## config.mk

```make
export PLATFORM = sky130hd
export DESIGN_NAME = ov7670_frame_reader
export DESIGN_NICKNAME = d
export VERILOG_FILES = /design/src/rtl/ov7670_fifo_pkg.sv /design/src/rtl/ov7670_frame_reader_sync.sv /design/src/rtl/ov7670_frame_reader.sv
export SDC_FILE = /design/constraint.sdc
export NUM_CORES = 1
export LEC_CHECK = 0
export BUFFER_PORTS_ARGS = -buffer_cell sky130_fd_sc_hd__buf_4
export CORE_MARGIN = 3
export CORE_UTILIZATION = 30
export DETAILED_ROUTE_END_ITERATION = 16
export GPL_TIMING_DRIVEN = 0
export PLACE_DENSITY = 0.45
export SETUP_SLACK_MARGIN = 0.3
export SLEW_MARGIN = 20
export SYNTH_ARGS = -nofsm -noshare
export SYNTH_HDL_FRONTEND = slang
export SYNTH_HIERARCHICAL = 1
export SYNTH_SLANG_ARGS = --single-unit
```

## constraint.sdc

```tcl
create_clock -name clk -period 2.55 [get_ports clk]
set_clock_uncertainty 0.1 [all_clocks]
set_input_delay 0.255 -clock clk [delete_from_list [all_inputs] [get_ports clk]]
set_output_delay 0.255 -clock clk [all_outputs]
set_load 0.01 [all_outputs]
```

## src/rtl/ov7670_fifo_pkg.sv

```systemverilog
// Shared types and constants for the OV7670 + AL422 frame reader.
package ov7670_fifo_pkg;

  typedef enum logic [2:0] {
    IDLE,
    WAIT_VS1,
    WRST,
    CAPTURE,
    RRST,
    READ,
    DONE
  } state_t;

  // 640x480 RGB565
  localparam int unsigned OV7670_FRAME_BYTES = 614400;

  // FIFO output drivers are enabled only while the read side is active.
  function automatic logic oe_active(state_t s);
    return (s == RRST) || (s == READ);
  endfunction

endpackage

```

## src/rtl/ov7670_frame_reader_sync.sv

```systemverilog
// Two-flop synchronizer with a registered rising-edge pulse.
// An input edge shows up on rise_o three clocks after it reaches async_i.
module sync_rise_detect (
  input  logic clk,
  input  logic reset,
  input  logic async_i,
  output logic rise_o
);

  logic s1_q, s2_q, s3_q, rise_q;

  // Synchronizer chain and edge pulse register.
  always_ff @(posedge clk) begin
    if (reset) begin
      s1_q   <= 1'b0;
      s2_q   <= 1'b0;
      s3_q   <= 1'b0;
      rise_q <= 1'b0;
    end else begin
      s1_q   <= async_i;
      s2_q   <= s1_q;
      s3_q   <= s2_q;
      rise_q <= s2_q & ~s3_q;
    end
  end

  assign rise_o = rise_q;

endmodule

```

## src/rtl/ov7670_frame_reader.sv

```systemverilog
// Single-frame capture into the AL422 FIFO followed by readout as a
// valid/ready byte stream with start/end-of-frame markers.
module ov7670_frame_reader
  import ov7670_fifo_pkg::*;
#(
  parameter int unsigned FRAME_BYTES = OV7670_FRAME_BYTES,
  parameter int unsigned WRST_CYCLES = 4,
  parameter int unsigned RRST_CYCLES = 4
) (
  input  logic       clk,
  input  logic       reset,
  input  logic       start,
  input  logic       cam_vsync,
  input  logic [7:0] cam_data,
  output logic       cam_we,
  output logic       cam_wrst_n,
  output logic       cam_rrst_n,
  output logic       cam_rclk,
  output logic       cam_oe_n,
  output logic [7:0] out_data,
  output logic       out_valid,
  input  logic       out_ready,
  output logic       out_sop,
  output logic       out_eop,
  output logic       busy,
  output logic       frame_done
);

  localparam int unsigned CntW = $clog2(FRAME_BYTES + 1);
  localparam int unsigned PhW  = $clog2(WRST_CYCLES + 2 * RRST_CYCLES + 1);

  localparam logic [CntW-1:0] FrameLast = CntW'(FRAME_BYTES);
  localparam logic [CntW-1:0] FirstByte = CntW'(1);
  localparam logic [PhW-1:0]  WrstLast  = PhW'(WRST_CYCLES - 1);
  localparam logic [PhW-1:0]  RrstLast  = PhW'(2 * RRST_CYCLES - 1);

  state_t          state_q, state_d;
  logic [PhW-1:0]  ph_q, ph_d;
  logic [CntW-1:0] bytes_q, bytes_d;
  logic            we_q, we_d;
  logic            wrst_n_q, wrst_n_d;
  logic            rrst_n_q, rrst_n_d;
  logic            rclk_q, rclk_d;
  logic            oe_n_q, oe_n_d;
  logic [7:0]      data_q, data_d;
  logic            valid_q, valid_d;
  logic            sop_q, sop_d;
  logic            eop_q, eop_d;
  logic            busy_q, busy_d;
  logic            done_q, done_d;
  logic            vs_rise;

  sync_rise_detect u_vs_sync (
    .clk     (clk),
    .reset   (reset),
    .async_i (cam_vsync),
    .rise_o  (vs_rise)
  );

  // Next-state logic; every output is derived here and registered below.
  always_comb begin
    state_d = state_q;
    ph_d    = ph_q;
    bytes_d = bytes_q;
    rclk_d  = 1'b0;
    data_d  = data_q;
    valid_d = valid_q;
    sop_d   = sop_q;
    eop_d   = eop_q;

    unique case (state_q)
      IDLE: begin
        bytes_d = '0;
        valid_d = 1'b0;
        sop_d   = 1'b0;
        eop_d   = 1'b0;
        if (start) state_d = WAIT_VS1;
      end
      WAIT_VS1: begin
        if (vs_rise) begin
          state_d = WRST;
          ph_d    = '0;
        end
      end
      WRST: begin
        if (ph_q == WrstLast) state_d = CAPTURE;
        else                  ph_d    = ph_q + 1'b1;
      end
      CAPTURE: begin
        if (vs_rise) begin
          state_d = RRST;
          ph_d    = '0;
        end
      end
      RRST: begin
        // rclk starts low on entry, so an even phase count leaves it low at exit.
        if (ph_q == RrstLast) begin
          state_d = READ;
          bytes_d = '0;
        end else begin
          ph_d   = ph_q + 1'b1;
          rclk_d = ~rclk_q;
        end
      end
      READ: begin
        if (valid_q && out_ready) begin
          valid_d = 1'b0;
          sop_d   = 1'b0;
          eop_d   = 1'b0;
          if (eop_q) state_d = DONE;
        end
        if (rclk_q) begin
          // Falling half of the read pulse: FIFO data is settled, capture it.
          data_d  = cam_data;
          valid_d = 1'b1;
          sop_d   = (bytes_q == FirstByte);
          eop_d   = (bytes_q == FrameLast);
        end else if ((bytes_q < FrameLast) && (!valid_q || out_ready)) begin
          // Only issue when the output slot is free by the next edge.
          rclk_d  = 1'b1;
          bytes_d = bytes_q + 1'b1;
        end
      end
      DONE: begin
        state_d = IDLE;
      end
      default: begin
        state_d = IDLE;
      end
    endcase

    we_d     = (state_d == CAPTURE);
    wrst_n_d = (state_d != WRST);
    rrst_n_d = (state_d != RRST);
    oe_n_d   = ~oe_active(state_d);
    busy_d   = (state_d != IDLE);
    done_d   = (state_d == DONE);
  end

  // State and output registers with synchronous reset.
  always_ff @(posedge clk) begin
    if (reset) begin
      state_q  <= IDLE;
      ph_q     <= '0;
      bytes_q  <= '0;
      we_q     <= 1'b0;
      wrst_n_q <= 1'b1;
      rrst_n_q <= 1'b1;
      rclk_q   <= 1'b0;
      oe_n_q   <= 1'b1;
      data_q   <= 8'd0;
      valid_q  <= 1'b0;
      sop_q    <= 1'b0;
      eop_q    <= 1'b0;
      busy_q   <= 1'b0;
      done_q   <= 1'b0;
    end else begin
      state_q  <= state_d;
      ph_q     <= ph_d;
      bytes_q  <= bytes_d;
      we_q     <= we_d;
      wrst_n_q <= wrst_n_d;
      rrst_n_q <= rrst_n_d;
      rclk_q   <= rclk_d;
      oe_n_q   <= oe_n_d;
      data_q   <= data_d;
      valid_q  <= valid_d;
      sop_q    <= sop_d;
      eop_q    <= eop_d;
      busy_q   <= busy_d;
      done_q   <= done_d;
    end
  end

  assign cam_we     = we_q;
  assign cam_wrst_n = wrst_n_q;
  assign cam_rrst_n = rrst_n_q;
  assign cam_rclk   = rclk_q;
  assign cam_oe_n   = oe_n_q;
  assign out_data   = data_q;
  assign out_valid  = valid_q;
  assign out_sop    = sop_q;
  assign out_eop    = eop_q;
  assign busy       = busy_q;
  assign frame_done = done_q;

endmodule
```

Yosys cells after proc, flatten, opt, wreduce, memory -nomap -nowiden
Index checks and enable logic that the tools add are counted.

operators by class
  equal/unequal tests = 22
  reduce and logical (&&, ||, !) cells = 15
  magnitude comparators = 1
  multiplexer cells = 27
  bitwise gates (word level) = 4
  add/sub/neg operators = 2

operators with widths
  operator               count
  $mux 20                3
  $pmux 20 s3            1
  $mux 3                 7
  $add 20x1->20 const B  1
  $eq 20x1->1 const B    1
  $eq 20x20->1 const B   1
  $lt 20x20->1 const B   1
  $pmux 3 s6             1
  $eq 3x3->1 const B     5
  $mux 4                 3
  $pmux 4 s3             1
  $ne 2x2->1 const B     5
  $eq 3x2->1 const B     3
  $reduce_bool 3->1      3
  $pmux 1 s2             4
  $reduce_and 4->1       2
  $mux 1                 7
  $ne 3x3->1 const B     2
  $add 4x1->4 const B    1
  $eq 4x2->1 const B     1
  $eq 4x3->1 const B     1
  $reduce_and 2->1       2
  $eq 3x1->1 const B     1
  $logic_not 3->1        1
  9 further kinds        13

storage, ports and cells
  input port bits = 13
  logic and storage cells = 89
  register bits = 49

Logic depth before layout (Yosys ltp)
  depth in word-level cells = 6
  mapped depth = 7
  depth with buffers taken out = 6

Hierarchy
The synthesis kept the hierarchy.

modules (own cells, without submodules)
  module               times used  area an instance (um^2)  cells an instance  sequential area each (um^2)
  ov7670_frame_reader  1           2,311.0                  271                900.9
  sync_rise_detect     1           111.4                    8                  80.1

Least setup slack after synthesis
Ideal clock, no wire load.

  kind = reg-to-reg
  start = register ph_q[0]
  end = register bytes_q[10]
  data required time = 2,379 ps
  clock period less this slack = 1,864 ps
  path buffers = 0
  data arrival time = 1,693 ps
  setup time = 71 ps
  setup slack = 686 ps
  stages on the path, launching flop included = 7
  cells stage by stage = dfxtp_1 ha_1 and4bb_1 nor3_4 a21o_1 or4_1 a21oi_1

on the way
  longest elaborated chain between the ends = 3

ends and longest elaborated chain
  item                               RTL line                    source
  from (decl)                        ov7670_frame_reader.sv:38   logic [PhW-1:0] ph_q, ph_d;
  from (signal assigned)             ov7670_frame_reader.sv:159  ph_q <= ph_d;
  $eq 4x3->1                         ov7670_frame_reader.sv:97   if (ph_q == RrstLast) begin
  $ne 2x2->1 (no source line)        -
  $reduce_and 4->1 (no source line)  -
  to (signal assigned)               ov7670_frame_reader.sv:160  bytes_q <= bytes_d;
  to (decl)                          ov7670_frame_reader.sv:39   logic [CntW-1:0] bytes_q, bytes_d;

No other way between the ends.
A chain may end at the register's enable or synchronous reset.

Final worst setup path
Same ends and word-level chain as after synthesis.

==> metrics.txt <==
# TYPE chip_impl_metric gauge
chip_impl_metric{name="floorplan.die.width",unit="µm"} 95.9
chip_impl_metric{name="finalWeightedCongestion",unit=""} 0.743
chip_impl_info{name="ys_top_cells_by_area",value="sky130_fd_sc_hd__dfxtp_1 40%, sky130_fd_sc_hd__nand2_1 6.4%, sky130_fd_sc_hd__a21oi_1 5.8%"} 1
chip_impl_info{name="timing.critical_path.to",value="bytes_q[10]"} 1
chip_impl_metric{name="largest_net_degree_at_the_start_of_global_routing",unit=""} 17
chip_impl_info{name="cts_root_buf",value="sky130_fd_sc_hd__clkbuf_8"} 1
chip_impl_metric{name="nets",unit=""} 333
chip_impl_metric{name="max-cap-violations",unit=""} 0
chip_impl_metric{name="wire_length_of_the_first_global_routing_pass",unit="mm"} 10.0
chip_impl_metric{name="postCtsResizedCells",unit=""} 0
chip_impl_metric{name="timing.final.max_slew_violations",unit=""} 0
chip_impl_metric{name="min_period",unit="ps"} 2120
chip_impl_metric{name="post-cts-setup-buffer-count",unit=""} 0
chip_impl_metric{name="synthCells",unit=""} 279
chip_impl_metric{name="port-buffer-count",unit=""} 30
chip_impl_metric{name="timing.setup.tns",unit="ps"} 0
chip_impl_info{name="cell_accounting_for_the_most_synthesized_area",value="sky130_fd_sc_hd__dfxtp_1"} 1
chip_impl_metric{name="route.detailed.drc",unit=""} 0
chip_impl_metric{name="p_per_area",unit="nW/µm²"} 527
chip_impl_info{name="r2r_start",value="ph_q[0]"} 1
chip_impl_info{name="worst-setup-path-type",value="register to register"} 1
chip_impl_metric{name="hold_viol_final",unit=""} 0
chip_impl_metric{name="postSynthRegisterBits",unit=""} 49
chip_impl_metric{name="syn-cell-area",unit="µm²"} 2420
chip_impl_metric{name="postSynth.asyncResetShare",unit="%"} 0
chip_impl_metric{name="tightest_slew",unit="ps"} 596
chip_impl_metric{name="cts_made_buffers",unit=""} 5
chip_impl_metric{name="cts_max_level",unit=""} 2
chip_impl_metric{name="max_stage_delay",unit="ps"} 460
chip_impl_metric{name="route.final.wire_length",unit="mm"} 5.82
chip_impl_metric{name="antenna_cells_inserted",unit=""} 0
chip_impl_info{name="timing.critical_path.max_delay_family",value="simple AND/OR/NAND/NOR gates"} 1
chip_impl_info{name="end_kind",value="register"} 1
chip_impl_metric{name="critical_path.n_buffers_inverters",unit=""} 0
chip_impl_metric{name="detail_route.wl_per_cell",unit="µm"} 13.9
chip_impl_info{name="path_cells",value="ha_1 -> and4bb_1 -> nor3_4 -> a21o_1 -> or4_1 -> a21oi_1"} 1
chip_impl_metric{name="synth_enable_flop_cells",unit=""} 0
chip_impl_info{name="highest_delay_cell_along_the_critical_path",value="sky130_fd_sc_hd__or4_1"} 1
chip_impl_metric{name="dpl.hpwl",unit="mm"} 4.27
chip_impl_metric{name="floorplan.core_area",unit="µm²"} 7770
chip_impl_metric{name="detail_route.iter0.violations",unit=""} 40
chip_impl_metric{name="grt_overflow_total",unit=""} 0
chip_impl_info{name="yosysMostFrequentCell",value="sky130_fd_sc_hd__dfxtp_1"} 1
chip_impl_metric{name="detail_route.vias_per_cell",unit=""} 4.90
chip_impl_metric{name="grt_usage",unit="%"} 13.9
chip_impl_metric{name="worst_skew_pair_latency",unit="ps"} 310
chip_impl_info{name="worst_r2r_end",value="bytes_q[10]"} 1
chip_impl_metric{name="postSynthAreaPerCell",unit="µm²"} 8.68
chip_impl_metric{name="pin_count",unit=""} 31
chip_impl_metric{name="std_cell_rows",unit=""} 32
chip_impl_metric{name="setup_viol",unit=""} 0
chip_impl_metric{name="drive_above_1_share",unit="%"} 20.2
chip_impl_metric{name="final.hold.worst_slack",unit="ps"} 47.5
chip_impl_info{name="timing.hold.worst.class",value="input port to register"} 1
chip_impl_metric{name="critPathRequiredTime",unit="ps"} 2690
chip_impl_metric{name="floorplan.die.height",unit="µm"} 95.9
chip_impl_metric{name="floorplan.die_area",unit="µm²"} 9190
chip_impl_metric{name="effective_utilization_at_floorplan",unit="%"} 31.2
chip_impl_metric{name="first_global_vias",unit=""} 1973
chip_impl_metric{name="worst_setup_hold_path_clk_slew",unit="ps"} 100
chip_impl_info{name="status",value="completed"} 1
chip_impl_metric{name="highest_clock_rate",unit="GHz"} 0.471
chip_impl_metric{name="timing.critical_path.fanout_max",unit=""} 7
chip_impl_metric{name="grt_antenna_before_repair",unit=""} 0
chip_impl_metric{name="cts_sinks",unit=""} 49
chip_impl_metric{name="lkg_pwr",unit="nW"} 1.01
chip_impl_metric{name="area_overhead_of_the_layout_relative_to_synthesis",unit="%"} 21.0
chip_impl_metric{name="holdBufCountCts",unit=""} 0
chip_impl_metric{name="post-route-period-util",unit="%"} 83.2
chip_impl_metric{name="total_number_of_cells_along_the_worst_setup_path",unit=""} 6
chip_impl_info{name="setup.worst_path.start_class",value="register"} 1
chip_impl_info{name="cp-startpoint",value="ph_q[0]"} 1
chip_impl_metric{name="ff2ff_setup_slack",unit="ps"} 430
chip_impl_metric{name="route.antenna.remaining_nets",unit=""} 0
chip_impl_info{name="synth_top_cells_by_count",value="49 x sky130_fd_sc_hd__dfxtp_1, 41 x sky130_fd_sc_hd__nand2_1, 28 x sky130_fd_sc_hd__a21oi_1, 23 x sky130_fd_sc_hd__nor2_1, 12 x sky130_fd_sc_hd__nand3_1"} 1
chip_impl_metric{name="r2r.worst_path.cells",unit=""} 6
chip_impl_metric{name="yosysWarningCount",unit=""} 6
chip_impl_metric{name="synth.lib_cells_used.distinct",unit=""} 62
chip_impl_metric{name="dr_total_vias",unit=""} 2055
chip_impl_metric{name="synth_top_cell_area_share",unit="%"} 40.5
chip_impl_metric{name="synth_nets",unit=""} 296
chip_impl_metric{name="firstDrtPassIters",unit=""} 4
chip_impl_info{name="cts_tree",value="built"} 1
chip_impl_info{name="grt_setup_unrepaired",value="yes"} 1
chip_impl_metric{name="synth_sequential_area_ratio",unit="%"} 40.5
chip_impl_metric{name="cts_max_path_buffers",unit=""} 2
chip_impl_info{name="postSynth.topFlopCell",value="sky130_fd_sc_hd__dfxtp_1"} 1
chip_impl_metric{name="slew-limit-headroom",unit="%"} 59.9
chip_impl_metric{name="ir_worst_vdd",unit="mV"} 0.210
chip_impl_metric{name="worstPathArrival",unit="ps"} 2260
[per-stage QoR]
stage / utilization, % / power, W / worst slack (ps) / cell area (µm²) / std cells
3_3_place_gp: 35.7 / 0.000889 / 425 / 2780 / 411
5_1_grt: 37.7 / 0.00161 / 280 / 2930 / 419
3_5_place_dp: 35.7 / 0.000889 / 433 / 2780 / 411
2_1_floorplan: - / 0.000850 / 686 / 2420 / 279
4_1_cts: 37.5 / 0.00157 / 410 / 2910 / 419
6_report: 37.7 / 0.00154 / 428 / 2930 / 419
[report_power, final]
| group | internal (W) | total, W | leakage [nW] | switching, W |
|---|---|---|---|---|
| sequential | 0.000772 | 0.000778 | 0.396 | 0.00000580 |
| combinational | 0.0000384 | 0.0000930 | 0.540 | 0.0000547 |
| clock | 0.000395 | 0.000673 | 0.0687 | 0.000278 |
[worst min path at each step]
| stage | from | slack [ps] | end | cells past startpoint |
|---|---|---|---|---|
| final | cam_vsync | 50 | u_vs_sync/s1_q | 2 |
| after global routing | cam_vsync | 60 | u_vs_sync/s1_q | 2 |
| after CTS | cam_vsync | 40 | u_vs_sync/s1_q | 2 |
| after detailed placement | u_vs_sync/s3_q | 300 | u_vs_sync/rise_o | 1 |
| after global placement | u_vs_sync/s3_q | 310 | u_vs_sync/rise_o | 1 |
| after floorplan | reset | 230 | u_vs_sync/rise_o | 1 |
[metal layers]
layer | global-route usage, % | wire, µm
met1 | 19.0 | 2810
met2 | 22.0 | 2770
met3 | 2.89 | 159
met4 | 4.27 | 77
met5 | 0 | 0
[area by class of cell]
| cell class | instances | area (µm²) |
|---|---|---|
| Sequential cell | 49 | 981 |
| Clock buffer | 5 | 68.8 |
| Clock inverter | 3 | 68.8 |
| Fill cell | 816 | 4840 |
| Tap cell | 102 | 128 |
| Buffer | 11 | 66.3 |
| Timing Repair Buffer | 30 | 225 |
| Multi-Input combinational cell | 210 | 1360 |
| Inverter | 9 | 33.8 |
[layout by cell type, fill, tap and decap left out, types with 2 or more instances in the layout]
cell                        instances
sky130_fd_sc_hd__mux2i_1            5
sky130_fd_sc_hd__a2111oi_2          2
sky130_fd_sc_hd__a21oi_1           28
sky130_fd_sc_hd__ha_1               4
sky130_fd_sc_hd__o21ai_0            4
sky130_fd_sc_hd__clkbuf_8           5
sky130_fd_sc_hd__nor3_1             4
sky130_fd_sc_hd__a21o_1             4
sky130_fd_sc_hd__nor2_1            23
sky130_fd_sc_hd__or3_1              2
sky130_fd_sc_hd__nand2_1           41
sky130_fd_sc_hd__xnor2_1            9
sky130_fd_sc_hd__o31ai_1            2
sky130_fd_sc_hd__buf_4             32
sky130_fd_sc_hd__nand2b_1           4
sky130_fd_sc_hd__nor4_1             4
sky130_fd_sc_hd__a31o_2             2
sky130_fd_sc_hd__o221ai_1           2
sky130_fd_sc_hd__bufinv_16          2
sky130_fd_sc_hd__inv_1              9
sky130_fd_sc_hd__nand4_1            5
sky130_fd_sc_hd__a211oi_1           5
sky130_fd_sc_hd__dfxtp_1           49
sky130_fd_sc_hd__buf_6              2
sky130_fd_sc_hd__nor2b_1            7
sky130_fd_sc_hd__nand3b_1           2
sky130_fd_sc_hd__and4_1             2
sky130_fd_sc_hd__clkbuf_1           4
sky130_fd_sc_hd__or4_1              3
sky130_fd_sc_hd__nand3_1           12
sky130_fd_sc_hd__and3_1             4
[sequential cells by signal, indices dropped and copies added, names as in the netlist, 3 cells and up]
| signal | count |
|---|---|
| out_data | 8 |
| bytes_q | 20 |
| state_q | 3 |
| ph_q | 4 |
[cells by family after synthesis]
logic type                 after synthesis  share of synthesized area, %
AOI/OAI and AO/OA                       64                          19.8
muxes                                    6                          2.53
adders and majority gates                4                          2.07
buffers and inverters                   20                          4.13
xor gates and xnor gates                10                          3.62
and+or+nand+nor                        126                          27.4
DFF                                     49                          40.5
Note: power is estimated with default switching activity, not from simulation.
